[config.mk]
export PLATFORM = sky130hd
export DESIGN_NAME = fetch_unit
export DESIGN_NICKNAME = d
export VERILOG_FILES = /design/src/rtl/fetch_pkg.sv /design/src/rtl/fetch_fifo.sv /design/src/rtl/fetch_unit.sv
export SDC_FILE = /design/constraint.sdc
export NUM_CORES = 1
export LEC_CHECK = 0
export CAP_MARGIN = 20
export CELL_PAD_IN_SITES_DETAIL_PLACEMENT = 1
export CELL_PAD_IN_SITES_GLOBAL_PLACEMENT = 2
export CORE_ASPECT_RATIO = 0.9
export CORE_MARGIN = 5
export CORE_UTILIZATION = 38
export CTS_CLUSTER_DIAMETER = 200
export DETAILED_ROUTE_END_ITERATION = 12
export PLACE_DENSITY = 0.95
export SLEW_MARGIN = 20
export SYNTH_ARGS = -nofsm -noshare
export SYNTH_HDL_FRONTEND = slang
export SYNTH_HIERARCHICAL = 1
export SYNTH_SLANG_ARGS = --single-unit
[constraint.sdc]
create_clock -name clk -period 14.5 [get_ports clk]
set_input_delay 2.9 -clock clk [delete_from_list [all_inputs] [get_ports clk]]
set_output_delay 2.9 -clock clk [all_outputs]
set_load 0.05 [all_outputs]
[src/rtl/fetch_pkg.sv]
// Shared types and constants for the instruction-fetch stage.
package fetch_pkg;

  localparam logic [31:0] NOP_INSTR = 32'h0000_0013;
  localparam logic [31:0] PC_STEP   = 32'd4;

  typedef struct packed {
    logic [31:0] instr;
    logic [31:0] pc;
  } fetch_entry_t;

endpackage

[src/rtl/fetch_fifo.sv]
// Prefetch FIFO of {instr, pc} entries; flush wins over push and pop.
module fetch_fifo
  import fetch_pkg::*;
#(
  parameter int unsigned DEPTH = 2
) (
  input  logic                           clk,
  input  logic                           rst_n,
  input  logic                           i_push,
  input  logic                           i_pop,
  input  logic                           i_flush,
  input  fetch_entry_t                   i_data,
  output fetch_entry_t                   o_head,
  output logic [$clog2(DEPTH+1)-1:0]     o_count,
  output logic                           o_empty
);

  localparam int unsigned PW = $clog2(DEPTH);
  localparam int unsigned CW = $clog2(DEPTH+1);

  fetch_entry_t  r_mem [DEPTH];
  logic [PW-1:0] r_wr;
  logic [PW-1:0] r_rd;
  logic [CW-1:0] r_count;
  logic [PW-1:0] w_wr_next;
  logic [PW-1:0] w_rd_next;

  // Explicit wrap keeps non-power-of-two depths correct.
  always_comb begin
    w_wr_next = (r_wr == PW'(DEPTH-1)) ? '0 : r_wr + PW'(1);
    w_rd_next = (r_rd == PW'(DEPTH-1)) ? '0 : r_rd + PW'(1);
  end

  always_ff @(posedge clk or negedge rst_n) begin
    if (!rst_n) begin
      r_wr    <= '0;
      r_rd    <= '0;
      r_count <= '0;
    end else if (i_flush) begin
      r_wr    <= '0;
      r_rd    <= '0;
      r_count <= '0;
    end else begin
      if (i_push) r_wr <= w_wr_next;
      if (i_pop)  r_rd <= w_rd_next;
      case ({i_push, i_pop})
        2'b10:   r_count <= r_count + CW'(1);
        2'b01:   r_count <= r_count - CW'(1);
        default: r_count <= r_count;
      endcase
    end
  end

  always_ff @(posedge clk) begin
    if (i_push && !i_flush) r_mem[r_wr] <= i_data;
  end

  assign o_head  = r_mem[r_rd];
  assign o_count = r_count;
  assign o_empty = (r_count == '0);

endmodule

[src/rtl/fetch_unit.sv]
// Instruction-fetch stage: owns the fetch PC, issues in-order memory requests,
// buffers returned words and handles Execute redirects by dropping stale data.
module fetch_unit
  import fetch_pkg::*;
#(
  parameter logic [31:0] RESET_PC        = 32'h0000_0000,
  parameter int unsigned FIFO_DEPTH      = 2,
  parameter int unsigned MAX_OUTSTANDING = 2
) (
  input  logic        clk,
  input  logic        reset,
  input  logic        StallF,
  input  logic        PCSrcE,
  input  logic [31:0] PCTargetE,
  output logic        ImemReq,
  output logic [31:0] ImemAddr,
  input  logic        ImemGnt,
  input  logic        ImemRValid,
  input  logic [31:0] ImemRData,
  output logic        ValidF,
  output logic [31:0] InstrF,
  output logic [31:0] PCF,
  output logic [31:0] PcPlus4F
);

  localparam int unsigned CW  = $clog2(MAX_OUTSTANDING+1);
  localparam int unsigned FCW = $clog2(FIFO_DEPTH+1);

  logic [31:0]    r_fetch_pc;
  logic [31:0]    r_resp_pc;
  logic [CW-1:0]  r_inflight;
  logic [CW-1:0]  r_drop;
  logic           r_req_pending;

  logic [FCW-1:0] w_count;
  logic           w_empty;
  fetch_entry_t   w_head;
  fetch_entry_t   w_push_data;
  logic           w_pop;
  logic           w_push;
  logic           w_accept;
  logic           w_issue;
  logic [31:0]    w_target;
  int unsigned    w_occupancy;

  assign w_target = PCTargetE & ~32'h0000_0003;
  assign w_pop    = ValidF & ~StallF & ~PCSrcE;
  assign w_push   = ImemRValid & ~PCSrcE & (r_drop == '0);
  assign w_accept = ImemReq & ImemGnt;

  // Occupancy counts in-flight words so every response has a reserved slot.
  always_comb begin
    w_occupancy = 32'(r_inflight) + 32'(w_count) - 32'(w_pop);
    w_issue     = ~PCSrcE & (32'(r_inflight) < MAX_OUTSTANDING) &
                  (w_occupancy < FIFO_DEPTH);
  end

  // A raised but ungranted request stays up even if a stall removes the pop.
  assign ImemReq  = reset & ~PCSrcE & (r_req_pending | w_issue);
  assign ImemAddr = r_fetch_pc;

  always_ff @(posedge clk or negedge reset) begin
    if (!reset) begin
      r_fetch_pc    <= RESET_PC;
      r_resp_pc     <= RESET_PC;
      r_inflight    <= '0;
      r_drop        <= '0;
      r_req_pending <= 1'b0;
    end else begin
      r_inflight    <= r_inflight + CW'(w_accept) - CW'(ImemRValid);
      r_req_pending <= ImemReq & ~ImemGnt;
      if (PCSrcE) begin
        r_fetch_pc <= w_target;
        r_resp_pc  <= w_target;
        r_drop     <= r_inflight - CW'(ImemRValid);
      end else begin
        if (w_accept) r_fetch_pc <= r_fetch_pc + PC_STEP;
        if (ImemRValid) begin
          if (r_drop != '0) r_drop    <= r_drop - CW'(1);
          else              r_resp_pc <= r_resp_pc + PC_STEP;
        end
      end
    end
  end

  assign w_push_data = '{instr: ImemRData, pc: r_resp_pc};

  fetch_fifo #(
    .DEPTH (FIFO_DEPTH)
  ) u_fifo (
    .clk     (clk),
    .rst_n   (reset),
    .i_push  (w_push),
    .i_pop   (w_pop),
    .i_flush (PCSrcE),
    .i_data  (w_push_data),
    .o_head  (w_head),
    .o_count (w_count),
    .o_empty (w_empty)
  );

  assign ValidF   = ~w_empty;
  assign InstrF   = w_empty ? NOP_INSTR : w_head.instr;
  assign PCF      = w_empty ? r_resp_pc : w_head.pc;
  assign PcPlus4F = PCF + PC_STEP;

endmodule

Word level (Yosys, flattened, before mapping). Memory sizes are Yosys's and may differ from the RTL's. Index checks and enable logic that the tools add are counted.

Register bits: 73. RAM bits: 128. Bits of input ports: 70. Output and inout bits: 130. Word-level logic and storage cells: 75. Memories: 1.

Memories: u_fifo.r_mem (words 2, width 64, rd ports 1, clocked after memory_dff 0, write ports 1, line fetch_fifo.sv:21) `fetch_entry_t r_mem [DEPTH];`.

$add $sub $neg: 13. Magnitude comparators: 2. Eq/ne operators: 3. Mux-type cells: 20. Bitwise operators: 15. Reduce and logical (&&, ||, !) cells: 13.

Operators by type and width (number): 32-bit 2-to-1 mux (7); 32-bit by 3-bit adder with 32-bit output, second input constant (3); 32-bit by 2-bit < comparator with 1-bit output, second input constant (1); 2-bit nonzero test (6); 1-bit AND (10); 1-bit 2-to-1 mux (8); 2-bit 2-to-1 mux (4); 2-bit logical NOT (2); 1-bit inverter (4); 2-bit one-hot mux with 2 select lines (1); 2-bit AND reduction (2); 2-bit by 1-bit subtractor with 2-bit output (2); 2-bit by 1-bit subtractor with 2-bit output, second input constant (2); 3-bit by 1-bit subtractor with 4-bit output (1); 2-bit by 2-bit adder with 3-bit output (1); 3-bit nonzero test (1); 1-bit adder, second input constant (2); 2-bit by 1-bit adder with 2-bit output (1); 2-bit by 1-bit adder with 2-bit output, second input constant (1); 2-bit by 1-bit equality test with 1-bit output, second input constant (1); 2-bit equality test, second input constant (1); 2-bit < comparator, second input constant (1); 2-bit != test, second input constant (1); 1-bit logical AND (1); other kinds (2) (2).

Logic depth before layout (Yosys ltp). Gate-level depths: netlist (run 1).

Word-level depth: 12. Depth in mapped cells: 20. Depth with buffers taken out: 14.

Cells and area by module. The synthesis (run 1) kept the hierarchy.

Modules (own cells, without submodules): fetch_unit (instances 1, cells an instance 609, area an instance 5300.1 um^2, seq. area each 1626.6 um^2); fetch_fifo (instances 1, cells an instance 218, area an instance 5029.8 um^2, seq. area each 3943.8 um^2).

Least setup slack after synthesis (run 1). Ideal clock, no wire load.

Kind: in2reg. Start point: input port PCSrcE. End point: memory u_fifo/r_mem[0][0] (netlist bit), enable pin. Library setup time: 0.579 ns. Arrival: 8.298 ns. Data required time: 13.921 ns. Setup slack: 5.623 ns. Stages on the path: 4. Buffers on the path: 2. Cells stage by stage: clkbuf_1 clkbuf_1 nor2_1 nor3b_1.

Word-level cells in the longest chain between the ends: 6. Elaborated cells on any way between the ends: 7. Those cells by class: 2 x mux; 3 x bitwise; 2 x reduce/logical.

RTL lines: from (decl) (line fetch_unit.sv:13) `input logic PCSrcE,`; 1-bit inverter (line fetch_unit.sv:48) `assign w_push = ImemRValid & ~PCSrcE & (r_drop == '0);`; 1-bit AND (2 in a row) (line fetch_unit.sv:48); net w_push (line fetch_unit.sv:40) `logic w_push;`; 1-bit logical AND (line fetch_fifo.sv:55) `if (i_push && !i_flush) r_mem[r_wr] <= i_data;`; 1-bit 2-to-1 mux (line fetch_fifo.sv:55); 1-bit 2-to-1 mux (not written as such) (line fetch_fifo.sv:55); to (decl) (line fetch_fifo.sv:21).

The timed path passes the listed nets, and every way through them passes these cells.

Worst setup path in the final report (run 1).
Start point: input port PCSrcE. End point: output port ImemReq.

Word-level cells in the longest chain between the ends: 7. Elaborated cells on any way between the ends: 9. Those cells by class: 1 x add/sub; 1 x order compare; 7 x bitwise.

RTL lines: 1-bit inverter (line fetch_unit.sv:47) `assign w_pop = ValidF & ~StallF & ~PCSrcE;`; 1-bit AND (line fetch_unit.sv:47); net w_pop (line fetch_unit.sv:39) `logic w_pop;`; 3-bit by 1-bit subtractor with 4-bit output (line fetch_unit.sv:53) `w_occupancy = 32'(r_inflight) + 32'(w_count) - 32'(w_pop);`; 32-bit by 2-bit < comparator with 1-bit output (line fetch_unit.sv:55) `(w_occupancy < FIFO_DEPTH);`; 1-bit AND (line fetch_unit.sv:54) `w_issue = ~PCSrcE & (32'(r_inflight) < MAX_OUTSTANDING) &`; 1-bit OR (line fetch_unit.sv:59) `assign ImemReq = reset & ~PCSrcE & (r_req_pending | w_issue);`; 1-bit AND (line fetch_unit.sv:59); to (decl) (line fetch_unit.sv:15) `output logic ImemReq,`.

The timed path passes the listed nets, and every way through them passes these cells.

==> results by group, run 1 <==
Run status
  • Status: complete, no violations

Detailed routing
  • Post-DR wirelength/cell: 20.9 µm
  • Via density per instance: 5.30
  • Met2 WL: 13,800 µm
  • Initial drt markers: 431
  • WL final: 28,900 µm
  • Routed met3 length: 1930 µm
  • M1 WL: 13,000 µm
  • Via Count: 7,313
  • DRC: 0
  • Top sig layer: met4
  • 1st-pass router iterations: 6
  • Antenna Nets Post-Route: 0

Worst hold path
  • Worst Hold Path Cells: 1
  • Hold Path Origin: r_inflight[0]$_DFF_PN0_
  • Hold EP: r_inflight[0]$_DFF_PN0_
  • Class of the worst hold path: flop to flop

Clocking
  • CTS buffer count: 17
  • Max clock buf depth: 2
  • Sink Count: 197
  • Clock Latency Late Sink: 450 ps
  • Clock Root Buffer: clkbuf_16
  • CTS Hold Bufs: 0
  • CTS tree: done
  • H-tree levels: 4
  • Resize count post-CTS: 0
  • Post-CTS Setup Inserts: 0
  • CTS clock-pin slew for the worst setup and hold paths: 70 ps

Global route
  • Largest net degree at the start of global routing: 70
  • Initial antenna violation count: 0
  • First-pass GRT wire length: 45,400 µm
  • Total GRT Usage: 18.8%
  • Vias in the first global route: 7,925
  • GRT overflow: 0

Floorplan
  • FP Rows: 57
  • Die H: 166 µm
  • CORE AREA: 26,900 µm²
  • Die area: 30,600 µm²
  • Die Span X: 184 µm
  • Top-Level Pins: 200
  • Starting Density: 38.4%

Flow run
  • MaxCap Viol Count: 0

Timing
  • Setup TNS: 0 ps
  • Max Slew Vio Count: 0
  • Final hold viol count: 0
  • Setup violators final: 0
  • Final min period: 9170 ps
  • Worst Skew: 18.8 ps
  • Setup WS post-layout: 5330 ps
  • RSZ-0062 raised after global routing: no
  • Worst-margin pin slew: 933 ps
  • Fmax: 109 MHz
  • Tcrit/Tclk final: 63.2%
  • Worst slew margin: 37.8%

Power
  • Lkg Pwr: 0.00475 µW
  • Cell Pwr Density: 154 nW/µm²
  • VDD IR max: 0.0801 mV

Worst setup path
  • Crit path cell chain: buf_2 > buf_4 > nor3_1 > ha_1 > inv_1 > fa_1 > or2_2 > a211oi_1 > o211a_1 > clkdlybuf4s50_1
  • Setup crit start kind: primary input
  • Reg-to-Reg Start: u_fifo/o_count[0]$_DFFE_PN0P_
  • Flop-to-flop setup slack: 9930 ps
  • Reg2reg end: ImemAddr[29]$_DFFE_PN0P_
  • WP data required: 11,600 ps
  • Critical path endpoint category: output port
  • CP max stage cell: clkdlybuf4s50_1
  • CP max stage delay: 810 ps
  • Arr. time, crit path: 6270 ps
  • Crit Path Class: primary input to output port
  • Crit Path Max Fanout: 50
  • CP Buf/Inv Count: 4
  • Top delay family on crit path: buffers and inverters
  • Reg2reg path depth: 10

Final layout
  • Nets@finish: 1,093
  • Share of layout cells above drive strength 1: 15.8%
  • Area Growth Syn to Fin: 27.6%
  • Antenna diodes: 0

Yosys
  • Syn Inst Count: 827
  • Synth Area per Inst: 12.5 µm²
  • Post-synthesis sequential area ratio: 53.9%
  • Top cell type's share of synthesized area: 37.2%
  • Top post-synthesis cells by count: edfxtp_1, dfrtp_1, mux2_4, mux2_2, nor2_1
  • Ys flop type: edfxtp_1
  • Flops & latches, synth: 197
  • Leading area contributor after synthesis: edfxtp_1
  • Ys async rst share: 35.0%
  • Post-synth EDFFs: 128
  • Top area cells in the synthesized netlist: edfxtp_1, dfrtp_1, mux2_4, mux2_2, xnor2_1
  • Count leader, synth: edfxtp_1
  • Syn. warnings: 6
  • Mapped Area: 10,300 µm²
  • Synth cell types: 71

Placed design
  • DP Wirelength: 20,400 µm
  • Final RePlAce weighted congestion: 0.791
  • Port buffer count: 195
  • Pre-CTS setup slack: 5300 ps
-- cell families after synthesis --
group,synth area share (%)
and+or+nand+nor,15.2
DFF,53.9
muxes,13.1
AOI/OAI and AO/OA,6.76
buffers and inverters,3.54
xor gates and xnor gates,6.02
adders and majority gates,1.41
other,0.0363
-- cells in the final DEF (no fill, tap or decap), drive strengths merged, types with 4 or more instances in the layout --
| master | count |
|---|---|
| nand3 | 36 |
| o31ai | 5 |
| nand4b | 8 |
| nor3b | 4 |
| conb | 6 |
| o21ai | 11 |
| a211oi | 11 |
| edfxtp | 128 |
| a21boi | 10 |
| o31a | 10 |
| mux2i | 13 |
| clkdlybuf4s50 | 193 |
| nor2b | 35 |
| dfrtp | 69 |
| xor2 | 31 |
| clkinv | 8 |
| inv | 39 |
| nor2 | 41 |
| and4 | 8 |
| buf | 10 |
| a31oi | 9 |
| nand4 | 31 |
| a21oi | 21 |
| and3b | 4 |
| or4 | 6 |
| nor4 | 12 |
| and2 | 8 |
| nand2 | 37 |
| and3 | 7 |
| mux2 | 92 |
| xnor2 | 40 |
| o311a | 4 |
| nor3 | 10 |
| clkbuf | 17 |
| ha | 10 |
| or2 | 6 |
| nand2b | 11 |
-- registers in the layout, indices dropped and copies added (netlist names) --
register / count
u_fifo/r_rd: 1
r_drop: 2
u_fifo/o_count: 2
u_fifo/r_wr: 1
r_req_pending: 1
r_resp_pc: 30
ImemAddr: 30
r_inflight: 2
u_fifo/r_mem: 128
-- layer usage --
layer	up-vias	track usage (%)
met5	-	0
met4	0	3.89
met3	8	3.86
met2	222	30.3
met1	3659	26.4
li1	3424	-
-- how the worst max path moves through the flow --
stage	from	end	slack [ps]	depth (start not counted)
detailed placement	PCSrcE	ImemReq	5300	10
finish	PCSrcE	ImemReq	5330	10
global placement	PCSrcE	ImemReq	5390	10
CTS	PCSrcE	ImemReq	5300	10
floorplan	PCSrcE	u_fifo/r_mem[0][0]$_DFFE_PP_	5620	4
global route	PCSrcE	ImemReq	5080	10
-- cell type report --
type                    count  area [µm²]
inverters                  32         120
repair buffers            203        2000
clock inverters            15         194
flip-flops and latches    197        5570
well taps                 354         443
multi-input cells         561        4430
fillers                  2832       13700
clock buffers              17         425
-- power breakdown --
part / internal, µW / switching (µW) / total, µW
logic: 300 / 549 / 849
registers: 642 / 51.5 / 693
clock network: 238 / 247 / 485
total: 1180 / 848 / 2030
-- through the flow --
stage          power (µW)  hold WS (ps)  area [µm²]  utilization [%]  cells
6_report             2030           545       13200             49.0   1379
5_1_grt              2120           580       13200             49.0   1379
4_1_cts              2050           554       13200             49.0   1379
3_5_place_dp         1560           531       12600             46.7   1347
3_3_place_gp         1540           522       12600             46.7   1347
2_1_floorplan        1280           440       10300                -    832
Note: power is estimated with default switching activity, not from simulation.
==> run 2, diff against run 1 <==
--- a/config.mk
+++ b/config.mk
@@ -10,10 +10,10 @@
 export CELL_PAD_IN_SITES_GLOBAL_PLACEMENT = 2
 export CORE_ASPECT_RATIO = 0.9
 export CORE_MARGIN = 5
-export CORE_UTILIZATION = 38
+export CORE_UTILIZATION = 35
 export CTS_CLUSTER_DIAMETER = 200
 export DETAILED_ROUTE_END_ITERATION = 12
-export PLACE_DENSITY = 0.95
+export PLACE_DENSITY = 0.92
 export SLEW_MARGIN = 20
 export SYNTH_ARGS = -nofsm -noshare
 export SYNTH_HDL_FRONTEND = slang
==> constraint.sdc (replaced) <==
create_clock -name clk -period 9.1 [get_ports clk]
set_input_delay 1.82 -clock clk [delete_from_list [all_inputs] [get_ports clk]]
set_output_delay 1.82 -clock clk [all_outputs]
set_load 0.05 [all_outputs]
==> results by group, run 2 (synthesis gave the netlist of run 1 again) <==
Floorplan
  • Die Span X: 191 µm
  • Top-Level Pins: 200
  • FP Rows: 59
  • Die H: 173 µm
  • CORE AREA: 29,000 µm²
  • Starting Density: 35.6%
  • Die area: 33,100 µm²

Final layout
  • Flip-flop count of the largest register after layout: 128
  • Most frequent cells in the layout: clkdlybuf4s50_1, edfxtp_1, dfrtp_1
  • Share of layout cells above drive strength 1: 15.8%
  • Area Growth Syn to Fin: 28.3%
  • Largest reg by FF count: u_fifo/r_mem
  • Finished Layout Cells: 1,421
  • Commonest non-fill, non-tap cell in the layout: clkdlybuf4s50_1
  • Nets@finish: 1,093
  • Antenna diodes: 0
  • Final core occ: 45.7%

Detailed routing
  • Antenna Nets Post-Route: 0
  • 1st-pass router iterations: 5
  • Via density per instance: 5.24
  • DRC: 0
  • Post-DR wirelength/cell: 21.0 µm
  • Via Count: 7,439
  • WL final: 29,900 µm
  • Initial drt markers: 562

Worst setup path
  • Crit Path Max Fanout: 5
  • WP data required: 7280 ps
  • Reg2reg path depth: 10
  • Arr. time, crit path: 5050 ps
  • Reg-to-Reg Start: u_fifo/o_count[0]$_DFFE_PN0P_
  • Reg2reg end: ImemAddr[21]$_DFFE_PN0P_
  • Setup crit start kind: primary input
  • Flop-to-flop setup slack: 4610 ps
  • Crit Path Class: primary input to output port
  • Critical path endpoint category: output port

Clocking
  • CTS buffer count: 17
  • Clock Root Buffer: clkbuf_16
  • Resize count post-CTS: 0
  • Sink Count: 197
  • Clock Latency Late Sink: 450 ps
  • CTS clock-pin slew for the worst setup and hold paths: 80 ps
  • CTS tree: done
  • Max clock buf depth: 2
  • Post-CTS Setup Inserts: 0
  • H-tree levels: 4
  • CTS Hold Bufs: 0

Timing
  • Fmax: 146 MHz
  • Setup violators final: 0
  • Final min period: 6870 ps
  • Final hold viol count: 0
  • Worst-margin pin slew: 984 ps
  • RSZ-0062 raised after global routing: no
  • Setup TNS: 0 ps
  • Worst slew margin: 34.4%
  • Worst Skew: 10.2 ps
  • Hold_ws: 557 ps
  • Max Slew Vio Count: 0
  • Tcrit/Tclk final: 75.5%

Run status
  • Status: complete, no violations

Flow run
  • MaxCap Viol Count: 0

Worst hold path
  • Class of the worst hold path: flop to flop
  • Hold Path Origin: r_inflight[0]$_DFF_PN0_
  • Worst Hold Path Cells: 1
  • Hold EP: r_inflight[0]$_DFF_PN0_

Placed design
  • Final RePlAce weighted congestion: 0.806
  • Port buffer count: 195
  • DP Cell Count: 1,389
  • DP Wirelength: 21,200 µm

Power
  • Cell Pwr Density: 246 nW/µm²
  • Pint: 1890 µW
  • Seq pwr share: 33.9%
  • Sw Share: 42.2%
  • Combinational fraction of design power: 41.7%
  • Clock power frac: 24.5%
  • Lkg Pwr: 0.00476 µW
  • VDD IR max: 0.145 mV
  • NetSw: 1380 µW

Global route
  • First-pass GRT wire length: 46,800 µm
  • GRT overflow: 0
  • Total GRT Usage: 17.9%
  • Initial antenna violation count: 0
  • Largest net degree at the start of global routing: 66
  • Vias in the first global route: 7,871
run 2: worst max-delay path, cell delays in order:
cell and delay, ps:
clkdlybuf4s50_1 430, nor3_1 460, ha_1 250, inv_1 70, fa_1 440, or2_2 300, a211oi_1 250, o211a_1 210
clkdlybuf4s50_1 810
run 2: routing by layer:
| layer | track usage [%] | up-vias | wire length, µm |
|---|---|---|---|
| li1 | - | 3423 | - |
| met1 | 25.8 | 3756 | 14100 |
| met2 | 27.8 | 229 | 13700 |
| met3 | 4.05 | 31 | 1720 |
| met4 | 3.86 | 0 | 356 |
| met5 | 0 | - | 0 |
run 2: worst max-delay path by stage:
stage / startpoint / end / cells past startpoint
3_3_place_gp: StallF / ImemReq / 9
2_1_floorplan: PCSrcE / u_fifo/r_mem[0][0]$_DFFE_PP_ / 4
5_1_grt: StallF / ImemReq / 9
3_5_place_dp: StallF / ImemReq / 9
6_report: StallF / ImemReq / 9
4_1_cts: StallF / ImemReq / 9
run 2: cell type report:
| cell class | count | area [µm²] |
|---|---|---|
| Multi-Input combinational cell | 561 | 4430 |
| Tap cell | 396 | 495 |
| Clock inverter | 15 | 213 |
| Fill cell | 3058 | 15800 |
| Clock buffer | 17 | 425 |
| Sequential cell | 197 | 5570 |
| Timing Repair Buffer | 203 | 2000 |
| Inverter | 32 | 120 |
run 2: power by group through the flow:
stage                     clock network, µW  registers [µW]  logic, µW
after floorplan                           0            1140        904
after CTS                               816            1100       1370
final                                   799            1110       1360
after detailed placement                  0            1120       1370
after global placement                    0            1120       1340
after global routing                    861            1120       1430
run 2: through the flow:
stage / total power (µW) / setup slack (ps) / instance area, µm²
2_1_floorplan: 2040 / 1300 / 10300
3_3_place_gp: 2460 / 2190 / 12600
3_5_place_dp: 2490 / 2150 / 12600
4_1_cts: 3290 / 2190 / 13300
5_1_grt: 3410 / 1980 / 13300
6_report: 3260 / 2230 / 13300
